==> src/rtl/decode_hazard_ctrl.sv <==
// Hazard sequencer for the fetch/decode pipeline registers: turns load-use,
// multi-cycle busy, mispredict and serializing conditions into stall/flush controls.
module decode_hazard_ctrl #(
    parameter int unsigned REDIRECT_CYCLES = 1,
    parameter int unsigned CNT_W           = 32
) (
    input  logic             clk_i,
    input  logic             reset_n_i,
    input  logic             valid_de_i,
    input  logic [4:0]       rs1_de_i,
    input  logic [4:0]       rs2_de_i,
    input  logic             serialize_de_i,
    input  logic             valid_ex_i,
    input  logic [4:0]       rd_ex_i,
    input  logic             load_ex_i,
    input  logic             mc_busy_ex_i,
    input  logic             valid_mem_i,
    input  logic             valid_wb_i,
    input  logic             mispredict_ex_i,
    output logic             stall_fi_o,
    output logic             stall_de_o,
    output logic             stall_ex_o,
    output logic             flush_de_o,
    output logic             flush_ex_o,
    output logic [CNT_W-1:0] stall_cnt_o
);

    typedef enum logic [1:0] {
        RUN,
        MC_WAIT,
        DRAIN,
        REDIRECT
    } state_t;

    localparam logic [2:0] REDIR_LOAD = 3'(REDIRECT_CYCLES);
    localparam state_t     MISP_NEXT  = (REDIRECT_CYCLES > 0) ? REDIRECT : RUN;

    state_t           state_q, state_d;
    logic [2:0]       redir_q, redir_d;
    logic [CNT_W-1:0] stall_cnt_q;

    logic load_use;
    logic drained;
    logic ser_pending;

    assign load_use = load_ex_i & valid_ex_i & valid_de_i & (rd_ex_i != 5'd0) &
                      ((rd_ex_i == rs1_de_i) | (rd_ex_i == rs2_de_i));
    assign drained  = ~valid_ex_i & ~valid_mem_i & ~valid_wb_i;

    // A serializing instruction stays parked until the pipeline behind it is
    // empty; once in DRAIN the held decode register keeps it pending.
    assign ser_pending = ((serialize_de_i & valid_de_i) | (state_q == DRAIN)) & ~drained;

    always_comb begin
        // NOTE: every output and next-state term gets a default first so no
        // branch below can leave one unassigned and infer a latch.
        stall_fi_o = 1'b0;
        stall_de_o = 1'b0;
        stall_ex_o = 1'b0;
        flush_de_o = 1'b0;
        flush_ex_o = 1'b0;
        state_d    = state_q;
        redir_d    = redir_q;

        if (!reset_n_i) begin
            flush_de_o = 1'b1;
            flush_ex_o = 1'b1;
        end else if (mispredict_ex_i) begin
            flush_de_o = 1'b1;
            flush_ex_o = 1'b1;
            state_d    = MISP_NEXT;
            redir_d    = REDIR_LOAD;
        end else if (state_q == REDIRECT) begin
            flush_de_o = 1'b1;
            redir_d    = redir_q - 3'd1;
            if (redir_q <= 3'd1) begin
                state_d = RUN;
            end
        end else if (mc_busy_ex_i) begin
            stall_fi_o = 1'b1;
            stall_de_o = 1'b1;
            stall_ex_o = 1'b1;
            state_d    = MC_WAIT;
        end else if (load_use || ser_pending) begin
            // Hold fetch/decode and let execute take a bubble.
            stall_fi_o = 1'b1;
            stall_de_o = 1'b1;
            flush_ex_o = 1'b1;
            state_d    = ser_pending ? DRAIN : RUN;
        end else begin
            state_d = RUN;
        end
    end

    // NOTE: sequential state uses non-blocking assignments so every register
    // samples the pre-edge values regardless of statement order.
    always_ff @(posedge clk_i or negedge reset_n_i) begin
        if (!reset_n_i) begin
            state_q     <= RUN;
            redir_q     <= 3'd0;
            stall_cnt_q <= '0;
        end else begin
            state_q <= state_d;
            redir_q <= redir_d;
            if (stall_de_o) begin
                stall_cnt_q <= stall_cnt_q + CNT_W'(1);
            end
        end
    end

    assign stall_cnt_o = stall_cnt_q;

endmodule

==> config.mk <==
export PLATFORM = sky130hd
export DESIGN_NAME = decode_hazard_ctrl
export DESIGN_NICKNAME = d
export VERILOG_FILES = /design/src/rtl/decode_hazard_ctrl.sv
export SDC_FILE = /design/constraint.sdc
export NUM_CORES = 1
export LEC_CHECK = 0
export ABC_AREA = 1
export CAP_MARGIN = 20
export CORE_MARGIN = 8
export CORE_UTILIZATION = 35
export CTS_CLUSTER_SIZE = 25
export DETAILED_ROUTE_END_ITERATION = 8
export DONT_BUFFER_PORTS = 1
export HOLD_SLACK_MARGIN = 0.15
export SLEW_MARGIN = 10
export SYNTH_ARGS = -nofsm -noshare
export SYNTH_HDL_FRONTEND = slang
export SYNTH_SLANG_ARGS = --single-unit
==> constraint.sdc <==
create_clock -name clk_i -period 5 [get_ports clk_i]
set_input_delay 1.25 -clock clk_i [delete_from_list [all_inputs] [get_ports clk_i]]
set_output_delay 1.25 -clock clk_i [all_outputs]
set_load 0.005 [all_outputs]
# Word level (Yosys, flattened, before mapping)
# Cells that the tools add are included.
# op_classes
add_sub_neg,2
order_cmp,1
n_eq_ne,5
mux,24
n_bitwise,14
reduce_logical,5
# ops
operator,count
32-bit by 1-bit adder with 32-bit output (second input constant),1
1-bit 2-to-1 mux,16
2-bit 2-to-1 mux,6
5-bit equality test,2
1-bit bitwise AND,8
3-bit 2-to-1 mux,2
5-bit nonzero test,1
2-bit equality test (second input constant),2
1-bit inverter,4
2-bit AND reduction,2
3-bit by 1-bit <= comparator with 1-bit output (second input constant),1
3-bit by 2-bit inequality test with 1-bit output (second input constant),1
3-bit by 1-bit subtractor with 3-bit output (second input constant),1
1-bit OR,2
2-bit nonzero test,1
1-bit logical OR,1
# word_totals
regBits,37
out_inout_bits,37
elab_cells,54

# Longest topological paths before layout
# logic_depth
word_depth,11
depth_mapped,13
ltp_nobuf,12

# Worst setup path before layout
# Ideal clock, no wire load.
# synth_timing
path_type,input-to-output
startpoint,input port rd_ex_i[4]
endpoint,output port stall_fi_o
arrival_ns,2.149
required_time_ns,3.750
setup_slack_ns,1.601
stages,12
cell_sequence,inv_2 nand2_1 nand2_1 nor2_1 nand3_1 nand2_1 nand2_1 nand2_1 nand2_2 nand2_2 buf_4 buf_4
# synth_via
elab_chain_cells,9
elab_cells_between_ends,12
cone_classes,2 x eq/ne; 5 x mux; 3 x bitwise; 2 x reduce/logical
# synth_rtl
item,line_no,source
"start, declared",14,"input logic [4:0] rd_ex_i,"
5-bit equality test or 5-bit nonzero test (tied branches),"47, 46",
1-bit OR or 1-bit bitwise AND (tied branches),"47, 46",
1-bit bitwise AND (*),46,assign load_use = load_ex_i & valid_ex_i & valid_de_i & (rd_ex_i != 5'd0) &
1-bit logical OR (*),84,end else if (load_use || ser_pending) begin
1-bit 2-to-1 mux (*) (5 in series),n/a,
"end, declared",20,"output logic stall_fi_o,"
# Mark *: on every way between the ends. The rest lies on a longest branch, timed or not.

# Worst setup path after layout
# layout_timing
startpoint,input port valid_mem_i
endpoint,output port stall_de_o
# layout_via
elab_chain_cells,11
# layout_rtl
item,line_no,source
"start, declared",17,"input logic valid_mem_i,"
1-bit inverter,48,assign drained = ~valid_ex_i & ~valid_mem_i & ~valid_wb_i;
1-bit bitwise AND (2 in series),48,
1-bit inverter,52,assign ser_pending = ((serialize_de_i & valid_de_i) | (state_q == DRAIN)) & ~drained;
1-bit bitwise AND,52,
1-bit logical OR,84,
1-bit 2-to-1 mux,84,
1-bit 2-to-1 mux,79,end else if (mc_busy_ex_i) begin
1-bit 2-to-1 mux,73,end else if (state_q == REDIRECT) begin
1-bit 2-to-1 mux,68,end else if (mispredict_ex_i) begin
1-bit 2-to-1 mux,65,if (!reset_n_i) begin
"end, declared",21,"output logic stall_de_o,"
# No other way between the ends.

==> impl_metrics.ini <==
[run_status]
status = complete, no violations

[timing]
fin_tns_setup_ns = 0
worstMarginPinSlew_ns = 0.360
setup_viol = 0
fin_crit_sh = 0.696
fmax_mhz = 288
rsz0062_at_grt = no
maxSlewViolCount = 0
fin_ws_ns = 1.52
max_slew_margin = 0.758
final-hold-violation-count = 0
skew_ns = 0.00857
period_needed_ns = 3.48
fin_hold_ws_ns = 0.514

[placed_design]
place_area_mm2 = 0.00271
place.gp.congestion = 0.879
dp_hpwl_um = 5230
dp_slack_ns = 1.50
port_buffers = 0
placed_cells = 468

[clocking]
cts.sinks = 37
cts_resized = 0
numCtsBuffers = 5
htree_num_levels = 2
clk_latency_ns = 0.29
clkTransAtPathRegs_ns = 0.07
cts_buffer_depth = 2
clockRootBuffer = clkbuf_8
cts_setup_buffers = 0
cts_tree = built
ctsHoldBuffers = 0

[final_layout]
drive_gt1_frac = 0.0769
nFillCells = 786
finish.utilization = 0.385
diodes = 0
seqCellArea_um2 = 926
fin_area_mm2 = 0.00279
syn2layout_area_growth_pct = 6.34
multi_input_area_mm2 = 0.00152
finalNonFillerCells = 476
nNetsFinal = 404

[logic_synthesis]
netlist_area_mm2 = 0.00263
synth_cell_types = 26
avgSynthCellArea_um2 = 6.97
synth_commonest_cells = nand2_1, nand3_1, dfrtp_1
ys_seq_elements = 37
ys.flop_type = dfrtp_1
synth_edf_count = 0
synth_nets = 405
synth_top_cell_by_area = dfrtp_1
yosysSeqAreaShare = 0.353
yosys_warnings = 0
synth_top_area_share = 0.353
ys_top_cells_by_area = dfrtp_1, nand2_1, nand3_1, xor2_1, nor2_1
post-synth-top-count-cell = nand2_1
synthCells = 377
async_flop_share = 1.00

[setup_path]
r2r_cells = 9
crit_fanout = 33
r2r_setup_slack_ns = 3.11
regToRegEndpoint = stall_cnt_o[9]$_DFFE_PN0P_
crit_type = in -> out
crit_path_frequent_cell = nand2_2
cp_slowest_cell = o31ai_1
path_buf_inv = 1
critPathRequiredTime_ns = 3.75
cp.arrival_ns = 2.23
end_kind = output pin
crit-reg2reg-launch = state_q[0]$_DFFE_PN0P_
crit_chain = o31ai_1, nand2_1, nand2_2, buf_4, nand2_2
critical-path-top-delay-family = simple AND/OR/NAND/NOR gates
slowest_delay_ns = 0.31
start_kind = input port

[detailed_routing]
drt_iter0_drc = 163
ant_nets = 0
wl_um = 6810
via_per_inst = 5.00
wire_per_inst_um = 14.3
post-route-drc-count = 0
vias = 2382
drt_pass1_iterations = 5

[floorplanning]
fp.dieW_um = 103
start_util = 0.362
die_h_um = 103
dieArea_mm2 = 0.0105
core_mm2 = 0.00725
rows = 31
ios = 62

[hold_path]
hp-class = reg -> reg
holdPathStages = 2
hold_path_end = state_q[0]$_DFFE_PN0P_
min_from = state_q[0]$_DFFE_PN0P_

[power_and_ir_drop]
p_per_area_mw_per_mm2 = 246
peakVddDrop_mv = 0.0871
power.total_uw = 688
leakage_nw = 1.39

[global_route]
grt_pass1_vias = 2334
antenna_found_initial = 0
grt_max_degree = 43
grt.total_usage = 0.137
grt_pass1_wl_um = 11400
overflow = 0

[job]
cap_viol_max_count = 0
layout by cell type, fill, tap and decap left out:
master,n
nand2_1,139
nand3_1,38
dfrtp_1,37
nor2_1,34
inv_1,28
xor2_1,18
xnor2_1,13
nand4_1,12
nor3_1,8
nor3_2,6
o21ai_0,5
a21oi_1,5
clkbuf_8,5
inv_2,3
nand2_2,3
nor2_2,3
ha_1,3
clkbuf_1,3
buf_4,3
o31ai_1,2
nand3_4,2
nor2_4,2
nand3_2,2
nand3b_1,1
o22ai_1,1
nor4_1,1
worst min-delay path, stage by stage, from the launching register on:
cell,delay [ns]
dfrtp_1,0.37
nand2_1,0.05
o21ai_0,0.06
cell type report:
type | count | area share
clock buffers | 8 | 0.0287
multi-input cells | 298 | 0.546
flip-flops and latches | 37 | 0.332
well taps | 99 | 0.0444
repair buffers | 3 | 0.00806
inverters | 31 | 0.0417
routing by layer:
metal / vias up / share of wire / track usage
met4: 0 / 0.014 / 0.0429
li1: 1198 / - / -
met3: 8 / 0.10 / 0.0473
met5: - / 0 / 0
met1: 1093 / 0.41 / 0.159
met2: 83 / 0.47 / 0.231
cells by family (layout without fill, tap and decap cells):
group	after synthesis	count (layout)	share of synthesized area
xor gates and xnor gates	31	31	0.103
adders and majority gates	3	3	0.0143
AOI/OAI and AO/OA	13	13	0.0272
and+or+nand+nor	251	251	0.435
buffers and inverters	42	42	0.0672
DFF	37	37	0.353
worst max path at each step:
stage | from | endpoint | cells past startpoint
after global routing | rs2_de_i[0] | stall_de_o | 11
after floorplan | rd_ex_i[4] | stall_fi_o | 12
after global placement | valid_mem_i | stall_de_o | 5
after detailed placement | valid_mem_i | stall_de_o | 5
final | valid_mem_i | stall_de_o | 5
after CTS | valid_mem_i | stall_de_o | 5
power by group:
part | internal (mW) | total [mW] | switching (mW) | leakage, nW
logic | 0.0452 | 0.122 | 0.0766 | 0.843
registers | 0.324 | 0.363 | 0.0393 | 0.503
clock network | 0.0991 | 0.204 | 0.104 | 0.0395
registers in the layout (all words and copies together), names as in the netlist:
signal and count:
state_q 2, stall_cnt_o 32, redir_q 3
No activity file was read; power rests on OpenSTA's default activity.
